==> config.mk <==
export PLATFORM = sky130hd
export DESIGN_NAME = unidade_controle_jogo_flat
export DESIGN_NICKNAME = d
export VERILOG_FILES = /design/src/rtl/unidade_controle_jogo_if.sv /design/src/rtl/unidade_controle_jogo.sv /design/src/flat_wrapper.sv
export SDC_FILE = /design/constraint.sdc
export NUM_CORES = 1
export LEC_CHECK = 0
export ABC_AREA = 0
export BUFFER_PORTS_ARGS = -buffer_cell sky130_fd_sc_hd__clkbuf_2
export CAP_MARGIN = 20
export CORE_MARGIN = 10
export CORE_UTILIZATION = 35
export CTS_BUF_LIST = sky130_fd_sc_hd__clkbuf_16
export DETAILED_ROUTE_END_ITERATION = 16
export SLEW_MARGIN = 5
export SYNTH_ARGS = -nofsm -noshare
export SYNTH_HDL_FRONTEND = slang
export SYNTH_SLANG_ARGS = --single-unit
==> constraint.sdc <==
create_clock -name clock -period 3.6 [get_ports clock]
set_clock_uncertainty 0.1 [all_clocks]
set_input_delay 0.18 -clock clock [delete_from_list [all_inputs] [get_ports clock]]
set_output_delay 0.18 -clock clock [all_outputs]
set_load 0.01 [all_outputs]
==> src/rtl/unidade_controle_jogo_if.sv <==
// rtl/unidade_controle_jogo_if.sv - control/status bundle between game FSM and datapath
//
// Groups every non-clock/reset signal of the memory-game control unit.
//   master : the control unit (consumes requests and status, drives strobes)
//   slave  : the datapath / environment side (mirror directions)
// Signals:
//   iniciar, jogada_feita                         player requests
//   chavesIgualMemoria, enderecoIgualSequencia,
//   fimL, fimTMR, timeout                         datapath status flags
//   zeraE/L/R/M/TMR, contaE/L/TMR, registraR/M    datapath strobes
//   pronto, ganhou, perdeu, db_timeout            game result
//   db_estado                                     current state code

interface unidade_controle_jogo_if #(
    parameter int ESTADO_W = 5
) ();
    logic                iniciar;
    logic                jogada_feita;
    logic                chavesIgualMemoria;
    logic                enderecoIgualSequencia;
    logic                fimL;
    logic                fimTMR;
    logic                timeout;
    logic                zeraE;
    logic                zeraL;
    logic                zeraR;
    logic                zeraM;
    logic                zeraTMR;
    logic                contaE;
    logic                contaL;
    logic                contaTMR;
    logic                registraR;
    logic                registraM;
    logic                pronto;
    logic                ganhou;
    logic                perdeu;
    logic                db_timeout;
    logic [ESTADO_W-1:0] db_estado;

    modport master (
        input  iniciar, jogada_feita, chavesIgualMemoria, enderecoIgualSequencia,
               fimL, fimTMR, timeout,
        output zeraE, zeraL, zeraR, zeraM, zeraTMR, contaE, contaL, contaTMR,
               registraR, registraM, pronto, ganhou, perdeu, db_timeout, db_estado
    );

    modport slave (
        output iniciar, jogada_feita, chavesIgualMemoria, enderecoIgualSequencia,
               fimL, fimTMR, timeout,
        input  zeraE, zeraL, zeraR, zeraM, zeraTMR, contaE, contaL, contaTMR,
               registraR, registraM, pronto, ganhou, perdeu, db_timeout, db_estado
    );
endinterface

==> src/rtl/unidade_controle_jogo.sv <==
// rtl/unidade_controle_jogo.sv - Moore control FSM for the memory game
//
// Sequences each round: shows the stored sequence item by item (display
// timer paced), then collects and compares the player's moves, ending in
// win, wrong-move loss or timeout loss.
// Ports:
//   clock  system clock
//   reset  synchronous, active-high; returns to inicial with all outputs low
//   ctl    unidade_controle_jogo_if.master (requests, status flags, strobes,
//          result flags, db_estado)

module unidade_controle_jogo #(
    parameter int ESTADO_W = 5
) (
    input  logic                          clock,
    input  logic                          reset,
    unidade_controle_jogo_if.master       ctl
);

    typedef enum logic [4:0] {
        INICIAL        = 5'h00,
        PREPARACAO     = 5'h01,
        INICIO_RODADA  = 5'h02,
        MOSTRA         = 5'h03,
        MOSTRA_FIM     = 5'h04,
        MOSTRA_PROX    = 5'h05,
        ESPERA_JOGADA  = 5'h06,
        REGISTRA       = 5'h07,
        COMPARACAO     = 5'h08,
        PROXIMO        = 5'h09,
        PROXIMA_RODADA = 5'h0A,
        FIM_ACERTOU    = 5'h0C,
        FIM_ERROU      = 5'h0D,
        FIM_TIMEOUT    = 5'h0E,
        FIM_MOSTRA     = 5'h0F
    } estado_t;

    typedef struct packed {
        logic zera_e;
        logic zera_l;
        logic zera_r;
        logic zera_m;
        logic zera_tmr;
        logic conta_e;
        logic conta_l;
        logic conta_tmr;
        logic registra_r;
        logic registra_m;
        logic pronto;
        logic ganhou;
        logic perdeu;
        logic db_timeout;
    } saidas_t;

    estado_t estado_q, estado_d;
    saidas_t saidas_q, saidas_d;

    always_comb begin
        estado_d = estado_q;
        case (estado_q)
            INICIAL:        if (ctl.iniciar) estado_d = PREPARACAO;
            PREPARACAO:     estado_d = INICIO_RODADA;
            INICIO_RODADA:  estado_d = MOSTRA;
            MOSTRA:         if (ctl.fimTMR) estado_d = MOSTRA_FIM;
            MOSTRA_FIM:     estado_d = ctl.enderecoIgualSequencia ? FIM_MOSTRA : MOSTRA_PROX;
            MOSTRA_PROX:    estado_d = MOSTRA;
            FIM_MOSTRA:     estado_d = ESPERA_JOGADA;
            // A move arriving in the same cycle as the timeout is still accepted.
            ESPERA_JOGADA: begin
                if (ctl.jogada_feita) estado_d = REGISTRA;
                else if (ctl.timeout) estado_d = FIM_TIMEOUT;
            end
            REGISTRA:       estado_d = COMPARACAO;
            COMPARACAO: begin
                if (!ctl.chavesIgualMemoria)          estado_d = FIM_ERROU;
                else if (!ctl.enderecoIgualSequencia) estado_d = PROXIMO;
                else if (ctl.fimL)                    estado_d = FIM_ACERTOU;
                else                                  estado_d = PROXIMA_RODADA;
            end
            PROXIMO:        estado_d = ESPERA_JOGADA;
            PROXIMA_RODADA: estado_d = INICIO_RODADA;
            FIM_ACERTOU, FIM_ERROU, FIM_TIMEOUT:
                            if (ctl.iniciar) estado_d = PREPARACAO;
            default:        estado_d = INICIAL;
        endcase

        // Outputs are decoded from the next state and registered with it, so
        // they are a pure function of the current state yet glitch-free.
        saidas_d = '0;
        case (estado_d)
            PREPARACAO: begin
                saidas_d.zera_e   = 1'b1;
                saidas_d.zera_l   = 1'b1;
                saidas_d.zera_r   = 1'b1;
                saidas_d.zera_m   = 1'b1;
                saidas_d.zera_tmr = 1'b1;
            end
            INICIO_RODADA: begin
                saidas_d.zera_e   = 1'b1;
                saidas_d.zera_tmr = 1'b1;
            end
            MOSTRA: begin
                saidas_d.registra_m = 1'b1;
                saidas_d.conta_tmr  = 1'b1;
            end
            MOSTRA_FIM:     saidas_d.zera_tmr = 1'b1;
            MOSTRA_PROX:    saidas_d.conta_e  = 1'b1;
            FIM_MOSTRA: begin
                saidas_d.zera_e = 1'b1;
                saidas_d.zera_r = 1'b1;
            end
            REGISTRA:       saidas_d.registra_r = 1'b1;
            PROXIMO:        saidas_d.conta_e    = 1'b1;
            PROXIMA_RODADA: saidas_d.conta_l    = 1'b1;
            FIM_ACERTOU: begin
                saidas_d.pronto = 1'b1;
                saidas_d.ganhou = 1'b1;
            end
            FIM_ERROU: begin
                saidas_d.pronto = 1'b1;
                saidas_d.perdeu = 1'b1;
            end
            FIM_TIMEOUT: begin
                saidas_d.pronto     = 1'b1;
                saidas_d.perdeu     = 1'b1;
                saidas_d.db_timeout = 1'b1;
            end
            default: saidas_d = '0;
        endcase
    end

    always_ff @(posedge clock) begin
        if (reset) begin
            estado_q <= INICIAL;
            saidas_q <= '0;
        end else begin
            estado_q <= estado_d;
            saidas_q <= saidas_d;
        end
    end

    assign ctl.zeraE      = saidas_q.zera_e;
    assign ctl.zeraL      = saidas_q.zera_l;
    assign ctl.zeraR      = saidas_q.zera_r;
    assign ctl.zeraM      = saidas_q.zera_m;
    assign ctl.zeraTMR    = saidas_q.zera_tmr;
    assign ctl.contaE     = saidas_q.conta_e;
    assign ctl.contaL     = saidas_q.conta_l;
    assign ctl.contaTMR   = saidas_q.conta_tmr;
    assign ctl.registraR  = saidas_q.registra_r;
    assign ctl.registraM  = saidas_q.registra_m;
    assign ctl.pronto     = saidas_q.pronto;
    assign ctl.ganhou     = saidas_q.ganhou;
    assign ctl.perdeu     = saidas_q.perdeu;
    assign ctl.db_timeout = saidas_q.db_timeout;
    assign ctl.db_estado  = ESTADO_W'(estado_q);

endmodule

==> src/flat_wrapper.sv <==
// flat-port wrapper written by rule: the top's interface ports become plain ports
module unidade_controle_jogo_flat 
#(
    parameter int ESTADO_W = 5
)
  (clock, reset, ctl_iniciar, ctl_jogada_feita, ctl_chavesIgualMemoria, ctl_enderecoIgualSequencia, ctl_fimL, ctl_fimTMR, ctl_timeout, ctl_zeraE, ctl_zeraL, ctl_zeraR, ctl_zeraM, ctl_zeraTMR, ctl_contaE, ctl_contaL, ctl_contaTMR, ctl_registraR, ctl_registraM, ctl_pronto, ctl_ganhou, ctl_perdeu, ctl_db_timeout, ctl_db_estado);
  unidade_controle_jogo_if #(.ESTADO_W(ESTADO_W)) ctl_i ();
  input  logic clock;
  input  logic reset;
  input wire logic [$bits(ctl_i.iniciar)-1:0] ctl_iniciar;
  input wire logic [$bits(ctl_i.jogada_feita)-1:0] ctl_jogada_feita;
  input wire logic [$bits(ctl_i.chavesIgualMemoria)-1:0] ctl_chavesIgualMemoria;
  input wire logic [$bits(ctl_i.enderecoIgualSequencia)-1:0] ctl_enderecoIgualSequencia;
  input wire logic [$bits(ctl_i.fimL)-1:0] ctl_fimL;
  input wire logic [$bits(ctl_i.fimTMR)-1:0] ctl_fimTMR;
  input wire logic [$bits(ctl_i.timeout)-1:0] ctl_timeout;
  output wire logic [$bits(ctl_i.zeraE)-1:0] ctl_zeraE;
  output wire logic [$bits(ctl_i.zeraL)-1:0] ctl_zeraL;
  output wire logic [$bits(ctl_i.zeraR)-1:0] ctl_zeraR;
  output wire logic [$bits(ctl_i.zeraM)-1:0] ctl_zeraM;
  output wire logic [$bits(ctl_i.zeraTMR)-1:0] ctl_zeraTMR;
  output wire logic [$bits(ctl_i.contaE)-1:0] ctl_contaE;
  output wire logic [$bits(ctl_i.contaL)-1:0] ctl_contaL;
  output wire logic [$bits(ctl_i.contaTMR)-1:0] ctl_contaTMR;
  output wire logic [$bits(ctl_i.registraR)-1:0] ctl_registraR;
  output wire logic [$bits(ctl_i.registraM)-1:0] ctl_registraM;
  output wire logic [$bits(ctl_i.pronto)-1:0] ctl_pronto;
  output wire logic [$bits(ctl_i.ganhou)-1:0] ctl_ganhou;
  output wire logic [$bits(ctl_i.perdeu)-1:0] ctl_perdeu;
  output wire logic [$bits(ctl_i.db_timeout)-1:0] ctl_db_timeout;
  output wire logic [$bits(ctl_i.db_estado)-1:0] ctl_db_estado;
  assign ctl_i.iniciar = ctl_iniciar;
  assign ctl_i.jogada_feita = ctl_jogada_feita;
  assign ctl_i.chavesIgualMemoria = ctl_chavesIgualMemoria;
  assign ctl_i.enderecoIgualSequencia = ctl_enderecoIgualSequencia;
  assign ctl_i.fimL = ctl_fimL;
  assign ctl_i.fimTMR = ctl_fimTMR;
  assign ctl_i.timeout = ctl_timeout;
  assign ctl_zeraE = ctl_i.zeraE;
  assign ctl_zeraL = ctl_i.zeraL;
  assign ctl_zeraR = ctl_i.zeraR;
  assign ctl_zeraM = ctl_i.zeraM;
  assign ctl_zeraTMR = ctl_i.zeraTMR;
  assign ctl_contaE = ctl_i.contaE;
  assign ctl_contaL = ctl_i.contaL;
  assign ctl_contaTMR = ctl_i.contaTMR;
  assign ctl_registraR = ctl_i.registraR;
  assign ctl_registraM = ctl_i.registraM;
  assign ctl_pronto = ctl_i.pronto;
  assign ctl_ganhou = ctl_i.ganhou;
  assign ctl_perdeu = ctl_i.perdeu;
  assign ctl_db_timeout = ctl_i.db_timeout;
  assign ctl_db_estado = ctl_i.db_estado;
  unidade_controle_jogo #(.ESTADO_W(ESTADO_W)) u_core (.clock(clock), .reset(reset), .ctl(ctl_i));
endmodule
== Yosys cells after proc, flatten, opt, wreduce, memory -nomap -nowiden ==
Index checks and enable logic that the tools add are counted.

* Logic and storage cells: 71
* Input bits: 9
* Register bits: 17
* Output and inout port bits: 19

* Reductions and logical operators: 11
* Eq/ne operators: 26
* Muxes and demuxes: 21

{| class="wikitable"
|+ Operator list
! operator !! number
|-
| $eq 5x4->1 const B || 13
|-
| $pmux 5 s9 || 1
|-
| $eq 5x3->1 const B || 7
|-
| $mux 5 || 6
|-
| $eq 5x2->1 const B || 4
|-
| $mux 1 || 12
|-
| $reduce_or 2->1 || 6
|-
| $eq 5x1->1 const B || 2
|-
| $reduce_or 3->1 || 3
|-
| $logic_not 5->1 || 1
|-
| $mux 4 || 1
|-
| $reduce_or 4->1 || 1
|-
| $mux 3 || 1
|}

== Longest topological paths before layout ==
* Word-level depth: 7
* Mapped depth: 8
* Gate-level depth less buffers: 7

== Worst setup path before layout ==
OpenSTA, ideal clock, no wires.

* Kind: register -> register
* From: register u_core.estado_q[4] (netlist: u_core.ctl.db_estado[4])
* To: register u_core.saidas_q, in the netlist u_core.ctl.db_timeout
* Arrival: 1.957 ns
* Cell stages (with the launch flop): 8
* Library setup time: 0.065 ns
* Path slack: 1.479 ns
* Buffers on the path: 1
* Required time: 3.435 ns
* Clock period less this slack: 2.121 ns
* Path through: dfxtp_1 buf_6 or3b_4 or3_4 a31oi_4 nor2_4 or3b_1 nor2_1

* Word-level cells in the longest chain between the ends: 5
* Elaborated cells between the ends (all ways): 26
* Classes of those cells: eq/ne (15); mux (6); reduce/logical (5)

{| class="wikitable"
|+ RTL lines
! what !! RTL line !! text
|-
| start: declaration || unidade_controle_jogo.sv:55 || <nowiki>estado_t estado_q, estado_d;</nowiki>
|-
| start signal: assignment || unidade_controle_jogo.sv:137 || <nowiki>estado_q <= estado_d;</nowiki>
|-
| $eq 5x4->1 (tied with other cells) || unidade_controle_jogo.sv:60 || <nowiki>case (estado_q)</nowiki>
|-
| $reduce_or 4->1 (no line) (tied with other cells) || -- ||
|-
| $pmux 5 s9 (*) || unidade_controle_jogo.sv:60 ||
|-
| $eq 5x4->1 (*) || unidade_controle_jogo.sv:90 || <nowiki>case (estado_d)</nowiki>
|-
| $mux 1 (*) || unidade_controle_jogo.sv:90 ||
|-
| end signal: assignment || unidade_controle_jogo.sv:138 || <nowiki>saidas_q <= saidas_d;</nowiki>
|-
| end: declaration || unidade_controle_jogo.sv:56 || <nowiki>saidas_t saidas_q, saidas_d;</nowiki>
|}

Mark *: on every way between the ends. The rest lies on a longest branch, timed or not.
A chain may end at the register's enable or synchronous reset.

== Final worst setup path ==
* From: register u_core.estado_q[3] (netlist: u_core.ctl.db_estado[3])
* To: register u_core.saidas_q, in the netlist u_core.ctl.db_timeout

The elaborated chain is that of the path after synthesis.

==> results.md <==
* Max rail drop VDD at 0.0004190 V
* Post-Syn Nets at 120
* Non-Filler Instances at 164
* Initial antenna violation count at 0
* Hold WC Path Type: in -> reg
* Tcrit/Tclk final at 66.28%
* Vias at 872
* Die area at 5098 sq um
* Async SR Flop Fraction at 0%
* Synth area leader: dfxtp_1
* Vias in the first global route at 822
* Routability congestion estimate at 0.8359
* Worst hold slack at 0.08748 ns
* Max Root-Sink Buffers at 2
* Status: finished, final reports clean
* Most common cell on crit path: nor2_1
* DP Area at 1047 sq um
* Max-cap violations at 0
* Fmax at 419.1 MHz
* Core footprint at 2500 sq um
* Critical Path, Cell by Cell: nand2b_1, a311o_1, a21oi_1, nor2_1, or2_1, or3b_1, nor2_1
* RSZ-0062 raised after global routing: no
* Worst EP required at 3.68 ns
* Gates resized, CTS repair at 0
* Delay-heaviest family, CP: simple AND/OR/NAND/NOR gates
* Worst Max-Slew Pin Slew at 0.5668 ns
* Primary FF master, synth: dfxtp_1
* Sequential area share after synthesis at 36.81%
* Placed cells at 160
* Clock sink count at 17
* Final setup violation count at 0
* Post-synth EDFFs at 0
* Critical path class: reg -> reg
* Routed Antenna Nets at 0
* WL final at 2350 um
* Ant diodes at 0
* GRT overflow at 0
* Wire per inst at 14.33 um
* Power per cell area at 398.6 nW/um^2
* Most numerous cell in the Yosys netlist: dfxtp_1
* Post-route cell area at 1126 sq um
* Leak at 0.4766 nW
* Synth top area cells: dfxtp_1 (37%), nor2_1 (5.3%), nand2_1 (3.7%)
* Core Util, Final at 45.05%
* Share of the synthesized area in the top cell type at 36.81%
* Syn Std Cell Area at 924.6 sq um
* Postcts setup bufs at 0
* Fill cell count at 246
* Syn avg cell area at 8.330 sq um
* M2 GR Usage at 14.80%
* R2R Setup Slk at 1.21 ns
* Mapped Cells at 111
* Reg clk slew, reported paths at 0.05 ns
* Initial drt markers at 27
* Worst endpoint data arrival time at 2.47 ns
* Post-synthesis mux area share at 1.218%
* Ratio of cells with drive above 1 in the final layout at 28.36%
* Main combinational cell family by area after synthesis: simple AND/OR/NAND/NOR gates
* Largest net degree at the start of global routing at 19
* DRC viols at 0
* Worst-path maximum fanout at 18
* Crit path largest cell delay at 0.67 ns
* Busiest grt layer: met2
* Layout area overhead at 21.79%
* Adder-cell share of the synthesized area at 0%
* Ports at 28
* Post-Synth XOR/XNOR Area at 2.842%
* Rows at 18
* Power Total at 0.4488 mW
* Initial core utilization at 36.99%
* Hold-fix buffers at CTS at 0
* Total CTS buffers at 3
* Fin nets at 144
* Period minus WS final at 2.386 ns
* Fin. Hold Viols at 0
* DRT Pass-1 Iters at 4
* Slew margin rel. at 62.16%
* Total track usage at 9.055%
* Met3 usage at 4.821%
* Crit path buf inv count at 0
* Yosys warns at 0
* Die Wd at 71.40 um
* Met1 Use GR at 10.63%
* H-tree depth at 1
* Via/cell ratio at 5.317
* Worst Setup Start Kind: flop
* Setup TNS at 0 ns
* Synth top cells by count: dfxtp_1 (17), nor2_1 (13), nand2_1 (9), a21oi_1 (6)
* Final Max Tran Viols at 0
* Die Height at 71.40 um
* CTS root buf: clkbuf_16
* Final HPWL DP at 1814 um
* Worst setup EP type: flop
* First-pass GRT wire length at 3898 um
* Synth Area in Compound Gates at 18.00%
* Clk Latency, worst-skew pair at 0.24 ns
* Library cells used by synthesis at 43
* Flops & latches, synth at 17
* IO Port Bufs at 27
* Simple-gate share of the synthesized area at 33.69%
* Worst setup margin at 1.214 ns
* CTS tree: done
* Slowest stage cell, crit path: dfxtp_1
* Setup WS pre-CTS at 1.241 ns
==> cell usage in the layout, fill, tap and decap left out, types with 2 or more instances in the layout <==
master and instances:
nor4_1 2, dfxtp_1 17, o21ai_0 2, xnor2_1 3
nand2b_1 3, nor3b_1 2, inv_1 3, nor2_1 13
a21oi_1 6, nor2b_1 3, clkbuf_2 27, a21o_1 4
nand2_1 9, nand4_1 2, clkbuf_16 3, or3_1 3
nor3_1 4, nand4b_1 2, inv_2 2, nand3_1 3
==> state kept, by name, indices dropped and copies added, names as in the netlist <==
name                   cells
u_core.ctl.perdeu          1
u_core.ctl.zeraR           1
u_core.ctl.contaTMR        1
u_core.ctl.ganhou          1
u_core.ctl.zeraE           1
u_core.ctl.db_timeout      1
u_core.ctl.registraR       1
u_core.ctl.pronto          1
u_core.ctl.zeraL           1
u_core.ctl.contaL          1
u_core.ctl.contaE          1
u_core.ctl.zeraTMR         1
u_core.ctl.db_estado       5
==> per-layer routing <==
layer	vias up	wire length, um	part of all wire [%]
met5	-	0	0
met4	0	7	0.30
met3	2	185	7.9
met2	22	1147	49
met1	412	1009	43
li1	436	-	-
==> worst reg2reg max path, stage by stage, from the launching register on <==
cell and delay [ns]:
dfxtp_1 0.67, nand2b_1 0.18, a311o_1 0.35, a21oi_1 0.13, nor2_1 0.14, or2_1 0.28
or3b_1 0.38, nor2_1 0.09
==> area by class of cell <==
class / instances / area, sq um / area share [%]
sequential: 17 / 340.3 / 30.22
inverter: 4 / 15.01 / 1.333
clock buffer: 3 / 75.07 / 6.667
multi-input combinational: 82 / 519.2 / 46.11
timing repair buffer: 27 / 135.1 / 12.00
tap: 30 / 37.54 / 3.333
clock inverter: 1 / 3.754 / 0.3333
==> path summary, 6_finish.rpt <==
path	from	depth (start not counted)	endpoint
worst max-delay path	u_core.ctl.db_estado[3]	7	u_core.ctl.db_timeout
worst min-delay path	reset	2	u_core.ctl.zeraE
worst max register to register	u_core.ctl.db_estado[3]	7	u_core.ctl.db_timeout
worst min register to register	u_core.ctl.db_estado[4]	2	u_core.ctl.registraR
==> where the power goes <==
| group | total (mW) | switching [mW] | internal [mW] |
|---|---|---|---|
| registers | 0.199 | 0.00631 | 0.193 |
| logic | 0.0364 | 0.0200 | 0.0164 |
| clock network | 0.213 | 0.0660 | 0.147 |
| total | 0.449 | 0.0923 | 0.357 |
==> cells by family (layout without fill, tap and decap cells) <==
logic type,Yosys count,count (layout)
buffers and inverters,12,35
xor gates and xnor gates,3,3
AOI/OAI and AO/OA,22,22
and+or+nand+nor,55,55
other,1,1
muxes,1,1
DFF,17,17
Note: power is estimated with default switching activity, not from simulation.
